<file path="src/rtl/dmem_arbiter.sv">
`default_nettype none
// ============================================================================
//  Module      : dmem_arbiter
//  Description : Two-port round-robin arbiter and access sequencer in front of
//                a single-port, word-indexed data memory whose word 0 reads
//                as zero.
//                Port 0 is the core load/store unit. Port 1 is the
//                debug/program-loader port.
//                Each accepted request runs through a fixed IDLE -> ACCESS ->
//                RESP sequence:
//                  - grant in IDLE (combinational)
//                  - memory drive in ACCESS
//                  - rvalid pulse in RESP
//                so at most one access completes every three cycles.
//  Revision    : 1.0 - initial release
// ----------------------------------------------------------------------------
//  Ports
//    clk, rst_n                 : clock (rising edge), async active-low reset
//    i_pN_req                   : access request, held until o_pN_gnt
//    i_pN_we                    : 1 = write, 0 = read
//    i_pN_addr, i_pN_wdata      : word index and write data
//    o_pN_gnt                   : one-cycle accept pulse (fields sampled here)
//    o_pN_rvalid                : one-cycle completion pulse (reads & writes)
//    o_pN_rdata, o_pN_err       : read data / out-of-range flag, valid with
//                                 o_pN_rvalid, held until the next completion
//    o_mem_we, o_mem_addr,
//    o_mem_wdata                : registered memory-side drive
//    i_mem_rdata                : memory read data, combinational from addr
//    o_busy                     : high whenever the sequencer is not IDLE
// ============================================================================
module dmem_arbiter #(
    parameter int AWIDTH  = 32,
    parameter int ALENGTH = 128
) (
    input  logic              clk,
    input  logic              rst_n,
    // port 0 : load/store unit
    input  logic              i_p0_req,
    input  logic              i_p0_we,
    input  logic [AWIDTH-1:0] i_p0_addr,
    input  logic [AWIDTH-1:0] i_p0_wdata,
    output logic              o_p0_gnt,
    output logic              o_p0_rvalid,
    output logic [AWIDTH-1:0] o_p0_rdata,
    output logic              o_p0_err,
    // port 1 : debug / program loader
    input  logic              i_p1_req,
    input  logic              i_p1_we,
    input  logic [AWIDTH-1:0] i_p1_addr,
    input  logic [AWIDTH-1:0] i_p1_wdata,
    output logic              o_p1_gnt,
    output logic              o_p1_rvalid,
    output logic [AWIDTH-1:0] o_p1_rdata,
    output logic              o_p1_err,
    // memory side
    output logic              o_mem_we,
    output logic [AWIDTH-1:0] o_mem_addr,
    output logic [AWIDTH-1:0] o_mem_wdata,
    input  logic [AWIDTH-1:0] i_mem_rdata,
    // status
    output logic              o_busy
);

    // ------------------------------------------------------------------------
    // Constants
    // ------------------------------------------------------------------------
    localparam logic [1:0] c_IDLE   = 2'd0;
    localparam logic [1:0] c_ACCESS = 2'd1;
    localparam logic [1:0] c_RESP   = 2'd2;

    // Memory size at full address width: the range check must see every
    // address bit, so e.g. 0x8000_0000 is out of range rather than aliasing.
    localparam logic [AWIDTH-1:0] c_ALENGTH = AWIDTH'(ALENGTH);

    // ------------------------------------------------------------------------
    // Declarations
    // ------------------------------------------------------------------------
    logic [1:0]        r_state;
    logic [1:0]        w_next_state;

    logic              r_last_grant;  // port that won the previous arbitration
    logic              r_port;        // port that owns the in-flight access
    logic [AWIDTH-1:0] r_addr;
    logic [AWIDTH-1:0] r_wdata;
    logic              r_mem_we;

    logic              r_p0_rvalid;
    logic              r_p1_rvalid;
    logic [AWIDTH-1:0] r_p0_rdata;
    logic [AWIDTH-1:0] r_p1_rdata;
    logic              r_p0_err;
    logic              r_p1_err;

    logic              w_any_req;
    logic              w_win;         // winning port id (0 or 1)
    logic              w_accept;      // a request is accepted this cycle
    logic              w_win_we;
    logic [AWIDTH-1:0] w_win_addr;
    logic [AWIDTH-1:0] w_win_wdata;
    logic              w_win_writable;
    logic              w_addr_oor;
    logic [AWIDTH-1:0] w_access_rdata;

    // ------------------------------------------------------------------------
    // Arbitration
    // ------------------------------------------------------------------------
    assign w_any_req = i_p0_req | i_p1_req;

    // A lone requester wins outright. On a tie, the port that did not win
    // last time is chosen. r_last_grant resets to 1, so port 0 wins the
    // first tie after reset.
    assign w_win = (i_p0_req & i_p1_req) ? ~r_last_grant : i_p1_req;

    assign w_accept    = (r_state == c_IDLE) & w_any_req;
    assign w_win_we    = w_win ? i_p1_we    : i_p0_we;
    assign w_win_addr  = w_win ? i_p1_addr  : i_p0_addr;
    assign w_win_wdata = w_win ? i_p1_wdata : i_p0_wdata;

    // Word 0 is read-only zero and out-of-range words do not exist, so
    // neither may ever see a write strobe.
    assign w_win_writable = w_win_we
                          & (w_win_addr != '0)
                          & (w_win_addr < c_ALENGTH);

    // Range check of the latched address, evaluated during ACCESS.
    assign w_addr_oor = (r_addr >= c_ALENGTH);

    // An out-of-range access returns zero, whatever the memory drives.
    assign w_access_rdata = w_addr_oor ? '0 : i_mem_rdata;

    // ------------------------------------------------------------------------
    // FSM : state register
    // ------------------------------------------------------------------------
    always_ff @(posedge clk or negedge rst_n) begin
        if (!rst_n) begin
            r_state <= c_IDLE;
        end else begin
            r_state <= w_next_state;
        end
    end

    // ------------------------------------------------------------------------
    // FSM : next-state logic
    // ------------------------------------------------------------------------
    always_comb begin
        w_next_state = r_state;
        case (r_state)
            c_IDLE:   if (w_any_req) w_next_state = c_ACCESS;
            c_ACCESS: w_next_state = c_RESP;
            c_RESP:   w_next_state = c_IDLE;
            default:  w_next_state = c_IDLE;
        endcase
    end

    // ------------------------------------------------------------------------
    // FSM : outputs
    // Grants are combinational so a requester sees its accept in the same
    // cycle it is chosen. w_accept already contains the IDLE condition.
    // ------------------------------------------------------------------------
    always_comb begin
        o_p0_gnt = 1'b0;
        o_p1_gnt = 1'b0;
        o_busy   = (r_state != c_IDLE);
        if (w_accept) begin
            o_p0_gnt = ~w_win;
            o_p1_gnt =  w_win;
        end
    end

    // ------------------------------------------------------------------------
    // Request capture and memory-side drive
    // Address and data are latched on the accept edge and left untouched
    // afterwards, so the memory bus holds its last value outside ACCESS.
    // The write strobe is decided on the accept edge and cleared on the
    // ACCESS exit edge, so it is high for exactly the ACCESS cycle.
    // ------------------------------------------------------------------------
    always_ff @(posedge clk or negedge rst_n) begin
        if (!rst_n) begin
            r_last_grant <= 1'b1;
            r_port       <= 1'b0;
            r_addr       <= '0;
            r_wdata      <= '0;
            r_mem_we     <= 1'b0;
        end else begin
            if (w_accept) begin
                r_last_grant <= w_win;
                r_port       <= w_win;
                r_addr       <= w_win_addr;
                r_wdata      <= w_win_wdata;
                r_mem_we     <= w_win_writable;
            end else if (r_state == c_ACCESS) begin
                r_mem_we     <= 1'b0;
            end
        end
    end

    // ------------------------------------------------------------------------
    // Response path
    // Read data is sampled at the end of ACCESS, on the same edge that
    // commits any write. A write therefore returns the word's previous
    // contents. The rvalid pulse spans the RESP cycle only.
    // ------------------------------------------------------------------------
    always_ff @(posedge clk or negedge rst_n) begin
        if (!rst_n) begin
            r_p0_rvalid <= 1'b0;
            r_p1_rvalid <= 1'b0;
            r_p0_rdata  <= '0;
            r_p1_rdata  <= '0;
            r_p0_err    <= 1'b0;
            r_p1_err    <= 1'b0;
        end else begin
            case (r_state)
                c_ACCESS: begin
                    if (r_port == 1'b0) begin
                        r_p0_rvalid <= 1'b1;
                        r_p0_rdata  <= w_access_rdata;
                        r_p0_err    <= w_addr_oor;
                    end else begin
                        r_p1_rvalid <= 1'b1;
                        r_p1_rdata  <= w_access_rdata;
                        r_p1_err    <= w_addr_oor;
                    end
                end
                default: begin
                    r_p0_rvalid <= 1'b0;
                    r_p1_rvalid <= 1'b0;
                end
            endcase
        end
    end

    // ------------------------------------------------------------------------
    // Output mapping
    // ------------------------------------------------------------------------
    assign o_mem_we    = r_mem_we;
    assign o_mem_addr  = r_addr;
    assign o_mem_wdata = r_wdata;

    assign o_p0_rvalid = r_p0_rvalid;
    assign o_p1_rvalid = r_p1_rvalid;
    assign o_p0_rdata  = r_p0_rdata;
    assign o_p1_rdata  = r_p1_rdata;
    assign o_p0_err    = r_p0_err;
    assign o_p1_err    = r_p1_err;

endmodule
`default_nettype wire

</file>
<file path="config.mk">
export PLATFORM = sky130hd
export DESIGN_NAME = dmem_arbiter
export DESIGN_NICKNAME = d
export VERILOG_FILES = /design/src/rtl/dmem_arbiter.sv
export SDC_FILE = /design/constraint.sdc
export NUM_CORES = 1
export LEC_CHECK = 0
export ABC_AREA = 0
export CAP_MARGIN = 5
export CORE_ASPECT_RATIO = 0.9
export CORE_MARGIN = 2
export CORE_UTILIZATION = 25
export DETAILED_ROUTE_END_ITERATION = 8
export PLACE_DENSITY_LB_ADDON = 0.25
export SLEW_MARGIN = 30
export SYNTH_ARGS = -nofsm -noshare
export SYNTH_HDL_FRONTEND = slang
export SYNTH_SLANG_ARGS = --single-unit
</file>
<file path="constraint.sdc">
create_clock -name clk -period 4.6 [get_ports clk]
set_clock_uncertainty 0.15 [all_clocks]
set_input_delay 1.38 -clock clk [delete_from_list [all_inputs] [get_ports clk]]
set_output_delay 1.38 -clock clk [all_outputs]
set_load 0.05 [all_outputs]
</file>
==> flow_summary.html <==
<table>
<tr><th>Metric</th><th>Value</th></tr>
<tr><th colspan="2">Global routing</th></tr>
<tr><td>First-pass GRT wire length</td><td>30700 µm</td></tr>
<tr><td>Number of global-route vias before repair</td><td>5458</td></tr>
<tr><td>Final global-route overflow total</td><td>0</td></tr>
<tr><td>Initial antenna violation count</td><td>0</td></tr>
<tr><td>Largest net degree at the start of global routing</td><td>96</td></tr>
<tr><td>GRT Total Usage</td><td>15.5%</td></tr>
<tr><th colspan="2">Final layout</th></tr>
<tr><td>Net count of the finished layout</td><td>1009</td></tr>
<tr><td>Fraction of layout cells with a size suffix above 1</td><td>7.97%</td></tr>
<tr><td>Area growth from synthesis to layout</td><td>65.8%</td></tr>
<tr><td>Commonest cells after routing, fill and taps aside</td><td>clkdlybuf4s50_1 (298), dfrtp_1 (136), nand2_1 (98), inv_1 (68), o31ai_1 (44)</td></tr>
<tr><td>Utilization after layout</td><td>42.2%</td></tr>
<tr><td>ANT cells</td><td>0</td></tr>
<tr><td>Number of standard cells in the final layout excluding fillers</td><td>1155</td></tr>
<tr><td>Count of fill cells added during filler insertion</td><td>roughly 2300</td></tr>
<tr><td>Commonest non-fill, non-tap cell in the layout</td><td>clkdlybuf4s50_1</td></tr>
<tr><th colspan="2">Worst setup path</th></tr>
<tr><td>Required time at the worst-slack endpoint</td><td>3.07 ns</td></tr>
<tr><td>Critical path startpoint category</td><td>primary input</td></tr>
<tr><td>CP Capture Point</td><td>o_p1_gnt</td></tr>
<tr><td>Launching point of the worst reg2reg path</td><td>o_mem_addr[30]</td></tr>
<tr><td>Series of cell instances along the critical path</td><td>clkdlybuf4s50_1 &gt; a21boi_4 &gt; and2_1 &gt; buf_12</td></tr>
<tr><td>End of the worst register-to-register path</td><td>o_p0_rdata[16]</td></tr>
<tr><td>CP bufs+invs</td><td>2</td></tr>
<tr><td>Crit path capture type</td><td>output port</td></tr>
<tr><td>Crit-path slowest cell</td><td>clkdlybuf4s50_1</td></tr>
<tr><td>Setup crit start</td><td>i_p1_req</td></tr>
<tr><td>Category of the critical setup timing path</td><td>primary input to output port</td></tr>
<tr><td>Crit path DAT</td><td>2.52 ns</td></tr>
<tr><td>Kind of cell with the highest combined delay on the critical path</td><td>buffers and inverters</td></tr>
<tr><td>Highest fanout seen on the critical path</td><td>3</td></tr>
<tr><td>Worst-case register-to-register setup slack</td><td>2.30 ns</td></tr>
<tr><td>Maximum cell stage delay along the critical path</td><td>0.55 ns</td></tr>
<tr><td>Number of cells on the worst reg-to-reg path</td><td>5</td></tr>
<tr><td>Stages on worst setup path</td><td>4</td></tr>
<tr><th colspan="2">Placement</th></tr>
<tr><td>Number of instances in the placed design</td><td>1126</td></tr>
<tr><td>I/O Buffers</td><td>between 300 and 400</td></tr>
<tr><td>Weighted congestion at the end of routability-driven global placement</td><td>0.785</td></tr>
<tr><td>Worst slack at placement</td><td>0.548 ns</td></tr>
<tr><td>Sum of net half-perimeters after detailed placement</td><td>14000 µm</td></tr>
<tr><th colspan="2">Logic synthesis</th></tr>
<tr><td>Synthesized area per cell</td><td>10.7 µm²</td></tr>
<tr><td>Adder and majority cell fraction of the synthesized area</td><td>0%</td></tr>
<tr><td>YS warnings</td><td>0</td></tr>
<tr><td>Synth cell types</td><td>28</td></tr>
<tr><td>Basic-gate share of the synthesized area counting and, or, nand and nor cells</td><td>10.6%</td></tr>
<tr><td>Synthesized netlist cell count</td><td>557</td></tr>
<tr><td>Cell taking the most area after synthesis</td><td>dfrtp_1</td></tr>
<tr><td>Compound-gate portion of the synthesized area</td><td>18.3%</td></tr>
<tr><td>Part of the Yosys area used for sequential elements</td><td>57.5%</td></tr>
<tr><td>Net Count, Synth</td><td>723</td></tr>
<tr><td>XOR/XNOR Fraction of Synth Area</td><td>0%</td></tr>
<tr><td>Top cells by area, synth</td><td>dfrtp_1 (57%), nand2_1 (6.2%), o31ai_1 (5.5%)</td></tr>
<tr><td>Largest family of logic cells by synthesized area</td><td>compound AO/OA/AOI/OAI gates</td></tr>
<tr><td>#FFs+latches synth</td><td>137</td></tr>
<tr><td>Post-synthesis mux area share</td><td>5.75%</td></tr>
<tr><td>Total standard cell area after synthesis</td><td>5960 µm²</td></tr>
<tr><td>Proportion of netlist area held by the largest area contributor</td><td>around 57%</td></tr>
<tr><th colspan="2">Power</th></tr>
<tr><td>Clock power share</td><td>between 20% and 30%</td></tr>
<tr><td>Total power density per cell area</td><td>609 nW/µm²</td></tr>
<tr><td>Internal portion of total power</td><td>3340 µW</td></tr>
<tr><td>Sequential share of power</td><td>29.1%</td></tr>
<tr><td>Net switching component of the power</td><td>between 2000 and 3000 µW</td></tr>
<tr><td>Largest voltage drop on the vdd net</td><td>between 0.4 and 0.5 mV</td></tr>
<tr><td>Static Leakage</td><td>0.00434 µW</td></tr>
<tr><td>Proportion of total power due to net switching</td><td>44.5%</td></tr>
<tr><td>Logic pwr share</td><td>a little under half</td></tr>
<tr><th colspan="2">Timing</th></tr>
<tr><td>Final setup slack of the worst path</td><td>between 0.5 and 0.6 ns</td></tr>
<tr><td>Worst-case hold slack</td><td>0.324 ns</td></tr>
<tr><td>Setup repair after global routing missed its margin</td><td>false</td></tr>
<tr><td>Post-layout min period</td><td>4.05 ns</td></tr>
<tr><td>Tightest slew margin relative to the limit</td><td>42.1%</td></tr>
<tr><td>Max-slew violation total from the final report</td><td>0</td></tr>
<tr><td>Highest achievable clock rate</td><td>247 MHz</td></tr>
<tr><td>Final setup vio count</td><td>0</td></tr>
<tr><td>Count of final hold-check violations</td><td>0</td></tr>
<tr><td>Post-route fraction of the period consumed by the critical path</td><td>88.0%</td></tr>
<tr><td>Post-route setup TNS</td><td>0 ns</td></tr>
<tr><td>Worst Max-Slew Pin Slew</td><td>between 0.8 and 0.9 ns</td></tr>
<tr><th colspan="2">Clocking</th></tr>
<tr><td>Maximum level of the CTS H-tree</td><td>4</td></tr>
<tr><td>CTS buffer count</td><td>17</td></tr>
<tr><td>CTS Sinks</td><td>137</td></tr>
<tr><td>Root buffer cell</td><td>clkbuf_16</td></tr>
<tr><td>Hold_buf cts</td><td>0</td></tr>
<tr><td>Clk pin slew, worst setup/hold paths</td><td>~0.07 ns</td></tr>
<tr><td>CTS Buffer Depth</td><td>2</td></tr>
<tr><td>Later-pin clock latency in the skew report</td><td>0.41 ns</td></tr>
<tr><td>TritonCTS clock tree</td><td>built</td></tr>
<tr><td>Post-CTS Setup Repair Bufs</td><td>0</td></tr>
<tr><td>CTS-repair resized insts</td><td>0</td></tr>
<tr><th colspan="2">Floorplan</th></tr>
<tr><td>Initial cell density of the core</td><td>25.5%</td></tr>
<tr><td># IOs</td><td>a little over 300</td></tr>
<tr><td>Overall die width</td><td>167 µm</td></tr>
<tr><td>Die H</td><td>151 µm</td></tr>
<tr><td>Number of core rows</td><td>53</td></tr>
<tr><td>Core area</td><td>23400 µm²</td></tr>
<tr><td>Die ar.</td><td>25100 µm²</td></tr>
<tr><th colspan="2">Routing</th></tr>
<tr><td>First-pass iteration count of the detailed router</td><td>5</td></tr>
<tr><td>First-iteration detailed-routing DRC count</td><td>roughly 360</td></tr>
<tr><td>Vias per inst</td><td>4.59</td></tr>
<tr><td>Antenna Nets Post-Route</td><td>0</td></tr>
<tr><td>Residual DRC count</td><td>0</td></tr>
<tr><td>Total vias in the final route</td><td>5306</td></tr>
<tr><td>Total wire length after detailed routing</td><td>19300 µm</td></tr>
<tr><td>Avg WL per Cell</td><td>16.7 µm</td></tr>
<tr><th colspan="2">Run</th></tr>
<tr><td>Number of max-cap violations</td><td>0</td></tr>
<tr><th colspan="2">Run status</th></tr>
<tr><td>Result of the run</td><td>finished clean</td></tr>
<tr><th colspan="2">Worst hold path</th></tr>
<tr><td>Worst hold path class</td><td>register to register</td></tr>
</table>
[final cells by class]
| type | count | area (µm²) | share of cell area (%) |
|---|---|---|---|
| Tap cell | 302 | 378 | 3.82 |
| Inverter | 68 | 255 | 2.58 |
| Clock buffer | 18 | 439 | 4.44 |
| Multi-Input combinational cell | 309 | 2110 | 21.3 |
| Clock inverter | 11 | 150 | 1.52 |
| Timing Repair Buffer | 310 | 3130 | 31.6 |
| Sequential cell | 137 | 3430 | 34.7 |
[power groups by stage]
stage	combinational, µW	sequential (µW)	clock [µW]
2_1_floorplan	780	2770	0
3_3_place_gp	2900	1760	0
3_5_place_dp	2920	1760	0
4_1_cts	2920	1750	1440
5_1_grt	3070	1800	1490
6_report	2880	1750	1390
[worst min path at each step]
stage	start	depth (start not counted)	slack, ns	endpoint
6_report	o_mem_addr[2]	2	0.32	o_mem_addr[2]
5_1_grt	o_mem_wdata[11]	2	0.35	o_mem_wdata[11]
4_1_cts	o_p0_rdata[13]	2	0.33	o_p0_rdata[13]
3_5_place_dp	o_p0_rdata[27]	2	0.32	o_p0_rdata[27]
3_3_place_gp	o_p0_rdata[27]	2	0.31	o_p0_rdata[27]
2_1_floorplan	r_port	1	0.33	o_p0_rvalid
[synth_stat cells (all sizes together)]
library cell,instances
o21ai,33
nand2b,3
nor4,19
and2,1
o31ai,64
mux2,2
a222oi,32
clkbuf,24
nand2,99
buf,19
nand4,3
mux2i,32
and4,3
nor4b,2
nand3,2
and3,3
nor3,1
a21o,2
inv,68
nor2,6
dfrtp,136
dfstp,1
a21boi,1
a21oi,1
[registers in the layout, summed over array words and instances (netlist names)]
register	flops
o_p1_rdata	32
o_p0_rdata	32
o_p0_err	1
o_mem_addr	32
o_mem_wdata	32
r_last_grant	1
o_mem_we	1
o_p1_err	1
r_state	2
o_p0_rvalid	1
r_port	1
o_p1_rvalid	1
[cells by family (layout without fill, tap and decap cells)]
kind of cell | count (synthesis) | after routing
flip-flops | 137 | 137
buffers and inverters | 111 | 407
AND/OR/NAND/NOR | 142 | 142
multiplexers | 34 | 34
AO/OA/AOI/OAI | 133 | 133
[tightest hold or removal path, delay by kind of cell (launching register included)]
kind	cells	cell delay, ns
flops	1	0.34
compound gates	1	0.05
simple gates	1	0.04
[metal layers]
metal  track usage (%)  wire, µm  vias to the layer above
met1              20.9      8970                     2517
li1                  -         -                     2562
met4              3.23       203                        0
met5                 0         0                        -
met3              5.73      1520                       12
met2              24.0      8620                      215
[through the flow]
step / power [µW] / area [µm²]
2_1_floorplan: 3550 / 5960
3_3_place_gp: 4670 / 9290
3_5_place_dp: 4680 / 9290
4_1_cts: 6110 / 9880
5_1_grt: 6350 / 9890
6_report: 6020 / 9890
No activity file was read; power rests on OpenSTA's default activity.
